### src/rtl/johnson_decoder.sv
// Johnson-code decoder: classifies each sampled word, converts legal words to a
// binary position and tracks sequence lock with error accounting.
module johnson_decoder #(
  parameter int N        = 4,
  parameter int LOCK_LEN = 3
) (
  input  logic                    clk,
  input  logic                    reset,
  input  logic                    code_valid,
  input  logic [N-1:0]            code,
  output logic [$clog2(2*N)-1:0]  index,
  output logic                    index_valid,
  output logic                    illegal,
  output logic                    seq_err,
  output logic                    locked,
  output logic                    lock_lost,
  output logic [7:0]              err_count
);

  localparam int IW = $clog2(2 * N);
  localparam int CW = (LOCK_LEN < 1) ? 1 : $clog2(LOCK_LEN + 1);

  typedef enum logic [1:0] {
    SEARCH = 2'd0,
    TRACK  = 2'd1,
    LOCKED = 2'd2
  } state_t;

  state_t          state_r;
  state_t          next_state_s;
  logic [N-1:0]    prev_r;
  logic [CW-1:0]   good_cnt_r;
  logic [CW-1:0]   next_cnt_s;
  logic            legal_s;
  logic            succ_s;
  logic [IW-1:0]   dec_idx_s;
  logic [N-1:0]    pat_s;
  logic            illegal_s;
  logic            seq_err_s;
  logic            lock_lost_s;

  // Walk the 2N-state Johnson ring from all-zeros and match the input against each state.
  always_comb begin
    legal_s   = 1'b0;
    dec_idx_s = '0;
    pat_s     = '0;
    for (int i = 0; i < 2 * N; i++) begin
      if (code == pat_s) begin
        legal_s   = 1'b1;
        dec_idx_s = IW'(i);
      end else begin
        legal_s   = legal_s;
      end
      pat_s = {~pat_s[0], pat_s[N-1:1]};
    end
    succ_s = (code == {~prev_r[0], prev_r[N-1:1]});
  end

  // Next-state and error classification for the current sample.
  always_comb begin
    next_state_s = state_r;
    next_cnt_s   = good_cnt_r;
    illegal_s    = 1'b0;
    seq_err_s    = 1'b0;
    lock_lost_s  = 1'b0;
    if (code_valid) begin
      case (state_r)
        SEARCH: begin
          if (legal_s) begin
            next_state_s = TRACK;
            next_cnt_s   = '0;
          end else begin
            illegal_s = 1'b1;
          end
        end
        TRACK: begin
          if (!legal_s) begin
            illegal_s    = 1'b1;
            next_state_s = SEARCH;
          end else if (succ_s) begin
            next_cnt_s = good_cnt_r + CW'(1);
            if (next_cnt_s == CW'(LOCK_LEN)) begin
              next_state_s = LOCKED;
            end else begin
              next_state_s = TRACK;
            end
          end else begin
            seq_err_s  = 1'b1;
            next_cnt_s = '0;
          end
        end
        LOCKED: begin
          if (!legal_s) begin
            illegal_s    = 1'b1;
            lock_lost_s  = 1'b1;
            next_state_s = SEARCH;
          end else if (succ_s) begin
            next_state_s = LOCKED;
          end else begin
            seq_err_s    = 1'b1;
            lock_lost_s  = 1'b1;
            next_state_s = TRACK;
            next_cnt_s   = '0;
          end
        end
        default: begin
          next_state_s = SEARCH;
          next_cnt_s   = '0;
        end
      endcase
    end else begin
      next_state_s = state_r;
    end
  end

  // State, history and all outputs are registered here; reset wins over any sample.
  always_ff @(posedge clk) begin
    if (reset) begin
      state_r     <= SEARCH;
      prev_r      <= '0;
      good_cnt_r  <= '0;
      index       <= '0;
      index_valid <= 1'b0;
      illegal     <= 1'b0;
      seq_err     <= 1'b0;
      locked      <= 1'b0;
      lock_lost   <= 1'b0;
      err_count   <= 8'd0;
    end else begin
      state_r     <= next_state_s;
      good_cnt_r  <= next_cnt_s;
      locked      <= (next_state_s == LOCKED);
      illegal     <= illegal_s;
      seq_err     <= seq_err_s;
      lock_lost   <= lock_lost_s;
      index_valid <= code_valid & legal_s;
      if (code_valid && legal_s) begin
        prev_r <= code;
        index  <= dec_idx_s;
      end else begin
        prev_r <= prev_r;
        index  <= index;
      end
      if ((illegal_s || seq_err_s) && (err_count != 8'd255)) begin
        err_count <= err_count + 8'd1;
      end else begin
        err_count <= err_count;
      end
    end
  end

endmodule

### config.mk
export PLATFORM = sky130hd
export DESIGN_NAME = johnson_decoder
export DESIGN_NICKNAME = d
export VERILOG_FILES = /design/src/rtl/johnson_decoder.sv
export SDC_FILE = /design/constraint.sdc
export NUM_CORES = 1
export LEC_CHECK = 0
export BUFFER_PORTS_ARGS = -buffer_cell sky130_fd_sc_hd__buf_2
export CORE_UTILIZATION = 49
export DETAILED_ROUTE_END_ITERATION = 6
export PLACE_DENSITY = 0.74
export SLEW_MARGIN = 25
export SYNTH_ARGS = -nofsm -noshare
export SYNTH_HDL_FRONTEND = slang
export SYNTH_SLANG_ARGS = --single-unit
### constraint.sdc
create_clock -name clk -period 1.8 [get_ports clk]
set_input_delay 0.27 -clock clk [delete_from_list [all_inputs] [get_ports clk]]
set_output_delay 0.27 -clock clk [all_outputs]
set_load 0.02 [all_outputs]
==> results of run 1 <==
-- cell usage after synthesis, types with 2 or more instances --
master and count:
a211o_1 2, a21oi_1 15, a31oi_1 3, and4_1 2, buf_2 3, clkbuf_1 2, dfxtp_1 24, ha_1 6
inv_1 7, nand2_1 18, nand2b_1 2, nand3_1 5, nand3b_1 2, nand4_1 2, nand4b_1 2, nor2_1 10
nor2b_1 2, o21ai_0 3, o22ai_1 2, or3_1 5, xnor2_1 5, xor2_1 5
-- worst max-delay path, cell delays in order, from the launching register on --
cell and delay, ps:
dfxtp_2 360, xor2_2 150, nor4_4 440, buf_4 200, nand2_1 70, or3_1 370, a21oi_2 130
-- power groups by stage --
| stage | Clock [mW] | Combinational (mW) | Sequential (mW) |
|---|---|---|---|
| 6_report | 0.289 | 0.268 | 0.570 |
| 4_1_cts | 0.295 | 0.242 | 0.569 |
| 3_5_place_dp | 0 | 0.233 | 0.580 |
| 3_3_place_gp | 0 | 0.226 | 0.579 |
| 2_1_floorplan | 0 | 0.129 | 0.595 |
| 5_1_grt | 0.316 | 0.291 | 0.574 |
-- state kept, by name (all words and copies together) (netlist names), 2 cells and up --
signal,flops
prev_r,4
good_cnt_r,2
index,3
state_r,2
err_count,8
-- logic make-up after synthesis --
| family | share of synthesized area |
|---|---|
| xor gates and xnor gates | 0.06951 |
| DFF | 0.3813 |
| AOI/OAI and AO/OA | 0.1976 |
| muxes | 0.007945 |
| adders and majority gates | 0.05958 |
| buffers and inverters | 0.04767 |
| and+or+nand+nor | 0.2363 |
-- metal layers --
layer  share of wire  routed length [um]
met3           0.041                 122
met5               0                   0
met2            0.51                1514
met1            0.44                1300
met4          0.0078                  23
-- final cells by class --
cell class              count  area [um^2]
flip-flops and latches     24        484.2
clock buffers               4        36.28
well taps                  30        37.54
inverters                   7        26.28
fillers                   204        792.0
repair buffers             43        267.8
multi-input cells         109        810.8
-- through the flow --
step	worst slack (ps)	total power [mW]
2_1_floorplan	21.13	0.7238
4_1_cts	14.53	1.106
6_report	21.25	1.127
3_3_place_gp	-54.41	0.8054
3_5_place_dp	-139.5	0.8131
5_1_grt	-44.69	1.181
-- what timing repair did --
action | 4_1_cts | 5_1_grt
endpoints found under the setup margin | 2 | 9
pin swaps | 4 | 8
buffers inserted | 2 | 0
resized for setup | 3 | 18
hold buffers | 0 | 0
-- final timing paths --
kind	to	depth (start not counted)
worst max-delay path	good_cnt_r[1]	6
worst min-delay path	prev_r[3]	3
worst max register to register	good_cnt_r[1]	6
worst min register to register	index[2]	2
==> impl_results.md, run 1 <==
* VDD IR max at 514.4 uV
* Starting Density at 0.5133
* Worst EP required at 2050 ps
* Sw power at 0.3285 mW
* Fin util at 0.6774
* Beginning of the critical path: prev_r[1]
* Syn_area_per_cell at 8.630 um^2
* Final Setup Violations at 0
* Top_reg_cell synth: dfxtp_1
* Max Cap Viol at 0
* Status: complete, no violations
* Async S/R FF share, synth at 0
* Placer Congestion at 0.8832
* First-pass GRT wire length at 4353 um
* Routed vias at 1220
* Post-Syn Area at 0.001260 mm^2
* Global-route met1 utilization at 0.2557
* Routed wire length per instance at 13.64 um
* Critical Path Fanout Max at 5
* Ys Warns at 0
* Clock share of power at 0.256
* Area Overhead vs Synth at 31.98%
* DRC Markers at 0
* Max-slew violations at 0
* Area leader, netlist: dfxtp_1
* CTS Buf Count at 3
* Post-synth top area share at 0.3813
* Leakage at 0.6778 nW
* Pwr Density at 678.0 mW/mm^2
* Commonest non-fill, non-tap cell in the layout: buf_2
* Synth top area cells: dfxtp_1, a21oi_1, ha_1, nand2_1, xnor2_1
* Gate count after technology mapping at 146
* Hold Crit Class: primary input to flip-flop
* Grt ovf at 0
* WHS at 243.7 ps
* Sink Count at 24
* Initial antenna violation count at 0
* Worst EP arrival at 2030 ps
* Fin cells at 217
* Worst slew pin tran at 485.3 ps
* Yosys cell types at 41
* Starting DRT DRC Count at 31
* RSZ-0062 raised after global routing: true
* CP Class: flip-flop to flip-flop
* Post-synthesis sequential area ratio at 0.3813
* Final min period at 1779 ps
* Total placed cells including tap cells at 211
* Die Span Y at 52.71 um
* Mapped Nets at 159
* Setup slack, reg-to-reg at 20 ps
* Ports at 23
* Worst-path clk slew at 140 ps
* CTS tree: built
* Net count, final at 201
* Wirelength, routed at 2960 um
* Worst setup SP type: flip-flop
* Sw Ratio at 0.2914
* Full die area at 0.002778 mm^2
* CP Capture Type: flip-flop
* Via density at 5.622
* Synthesized flop and latch total at 24
* Sequential power share at 0.506
* Worst slew margin at 0.6723
* Max Clk Rate at 0.5622 GHz
* Core footprint at 0.002455 mm^2
* R2r startpoint: prev_r[1]
* # port buffers at 22
* GR peak layer: met2
* Largest net degree at the start of global routing at 25
* Min-delay src: code[3]
* Most frequent cells in the layout: buf_2, dfxtp_1, buf_4, nand2_1, a21oi_1
* Router iterations before antenna repair at 6
* Global Route met2 Usage at 0.3797
* Worst-Skew Late Latency at 320 ps
* Htree depth at 1
* Worst-case clock skew at 10.25 ps
* Maximum clock insertion buffer count at 2
* Placed inst area at 0.001516 mm^2
* Diodes inserted at 0
* Int Power at 0.7989 mW
* Antenna-violating nets left at 0
* Ratio of cells with drive above 1 in the final layout at 0.3850
* EDFF count, synth at 0
* Combinational fraction of design power at 0.238
* Final Cell Area at 0.001663 mm^2
* Detailed-placement wirelength estimate at 2098 um
* Setup Total Neg Slack at 0 ps
* Clock root buffer: clkbuf_4
* Grt met3 use at 0.03768
* Count of standard-cell rows at 18
* Final period utilization at 0.9882
* Total GRT Usage at 0.2109
* Number of global-route vias before repair at 1042
* Final hold vios at 0
* Die W at 52.71 um
No activity file was read; power rests on OpenSTA's default activity.
==> run 2: changes to the inputs <==
- CORE_UTILIZATION: 49 -> 54
- PLACE_DENSITY: 0.74 -> 0.78
- REMOVE_ABC_BUFFERS: unset -> 1
- clock period: 1.8 -> 1.65 ns (I/O delays scaled with it)
==> impl_results.md, run 2 (synthesized netlist as in run 1, its figures left out) <==
* Final hold vios at 0
* Core footprint at 0.002212 mm^2
* Critical Path Fanout Max at 4
* Max Cap Viol at 0
* CTS Buf Count at 3
* Setup WS post-layout at -147.8 ps
* Setup slack, reg-to-reg at -150 ps
* Sink Count at 24
* First-pass GRT wire length at 6016 um
* Diodes inserted at 0
* WHS at 162.5 ps
* Most frequent cells in the layout: buf_4, buf_2, dfxtp_1, nand2_1, a21oi_1
* Worst slew pin tran at 370.6 ps
* Maximum clock insertion buffer count at 2
* R2r startpoint: prev_r[3]
* Global Route met2 Usage at 0.5800
* Max-slew violations at 0
* Final min period at 1798 ps
* Routed wire length per instance at 19.31 um
* Grt ovf at 0
* Htree depth at 1
* Count of standard-cell rows at 17
* Commonest non-fill, non-tap cell in the layout: buf_4
* Max Clk Rate at 0.5562 GHz
* Placed inst area at 0.001604 mm^2
* Pre-CTS WS at -272.7 ps
* Router iterations before antenna repair at 5
* Power after layout at 1.437 mW
* Antenna-violating nets left at 0
* Reg2reg path depth at 8
* CTS tree: built
* Failing checks: setup timing
* RSZ-0062 raised after global routing: true
* Hold_buf cts at 0
* Worst slew margin at 0.7529
* Die Span Y at 50.31 um
* Worst-case clock skew at 7.498 ps
* Hold path endpoint: state_r[0]
* Grt met3 use at 0.04242
* Ports at 23
* Routed vias at 1444
* Via density at 6.251
* Ratio of cells with drive above 1 in the final layout at 0.4926
* Full die area at 0.002531 mm^2
* Largest regs: err_count: 8 flops, prev_r: 4 flops, index: 3 flops
* Leakage at 0.7976 nW
* Max FFs per register at 8
* Global-route met1 utilization at 0.3497
* Starting Density at 0.5696
* Clock root buffer: clkbuf_4
* Net count, final at 217
* Worst setup SP type: flip-flop
* Total GRT Usage at 0.3165
* Hold Crit Class: primary input to flip-flop
* Hold Path Cell Cnt at 2
* VDD IR max at 568.6 uV
* Fin util at 0.8609
* Die W at 50.31 um
* Area Overhead vs Synth at 51.14%
* Min-delay src: reset
* Starting DRT DRC Count at 58
* Capturing point of the worst reg2reg path: err_count[6]
* Most flops, register: err_count
* Number of global-route vias before repair at 1332
* Largest net degree at the start of global routing at 21
* DRC Markers at 0
* Initial antenna violation count at 0
* Worst-path clk slew at 140 ps
* Final period utilization at 1.090
* Final Setup Violations at 12
* GR peak layer: met2
* Wirelength, routed at 4460 um
* Final Cell Area at 0.001904 mm^2
* Pwr Density at 754.5 mW/mm^2
* Worst EP arrival at 2030 ps
* Worst-Skew Late Latency at 330 ps
* Status: complete, but fails checks
* CP Capture Type: flip-flop
* Worst EP required at 1880 ps
* CP Class: flip-flop to flip-flop
* Placer Congestion at 0.8422
* # port buffers at 22
* Detailed-placement wirelength estimate at 2342 um
run 2: changes by cell type in the layout (fill, tap and decap cells not counted), moves of 2 or more:
cell	before	now
or3_4	1	3
buf_4	21	34
inv_1	6	4
nand2_1	18	14
nand2_2	0	3
ha_4	0	2
buf_6	0	3
ha_2	2	0
dfxtp_1	21	19
or3_1	4	2
run 2: layout make-up:
cell class / count / area [um^2]
clock buffers: 3 / 22.52
multi-input cells: 109 / 899.6
well taps: 28 / 35.03
fillers: 120 / 307.8
repair buffers: 59 / 399.1
clock inverters: 1 / 30.03
flip-flops and latches: 24 / 489.2
inverters: 7 / 28.78
run 2: through the flow:
stage | setup TNS (ps) | instances
after floorplan | -181.2 | 140
after global placement | -1801 | 221
after detailed placement | -2673 | 221
after CTS | -244.2 | 226
after global routing | -1411 | 231
final | -808.2 | 231
run 2: repair_timing:
| item | in CTS | in global routing |
|---|---|---|
| setup buffers | 1 | 5 |
| endpoints found under the setup margin | 11 | 11 |
| pin swaps | 12 | 18 |
| hold endpoints to repair | 0 | 0 |
| gates resized for setup | 22 | 23 |
run 2: worst max-delay path by stage:
stage | from | end | slack [ps] | cells past startpoint
2_1_floorplan | state_r[0] | good_cnt_r[0] | -60 | 7
3_3_place_gp | code[1] | err_count[5] | -180 | 7
3_5_place_dp | code[1] | err_count[4] | -270 | 8
4_1_cts | prev_r[1] | locked | -90 | 7
5_1_grt | prev_r[3] | err_count[6] | -160 | 8
6_report | prev_r[3] | err_count[6] | -150 | 8
run 2: report_power, final:
group	internal (mW)	switching [mW]	leakage [nW]
Sequential	0.605	0.0195	0.198
Clock	0.246	0.190	0.0279
Combinational	0.163	0.214	0.572
Total	1.01	0.423	0.798
run 2: critical path, cell delays in order (launching register included):
cell,delay [ps]
dfxtp_2,390
xor2_2,210
nor4_4,90
buf_4,150
o2bb2ai_4,170
nand4b_1,170
buf_4,170
o21ai_0,240
a21oi_1,110
run 2: routing by layer:
| metal | part of all wire | up-vias |
|---|---|---|
| met5 | 0 | - |
| met4 | 0.037 | 0 |
| met3 | 0.071 | 24 |
| met2 | 0.51 | 88 |
| met1 | 0.38 | 700 |
| li1 | - | 632 |
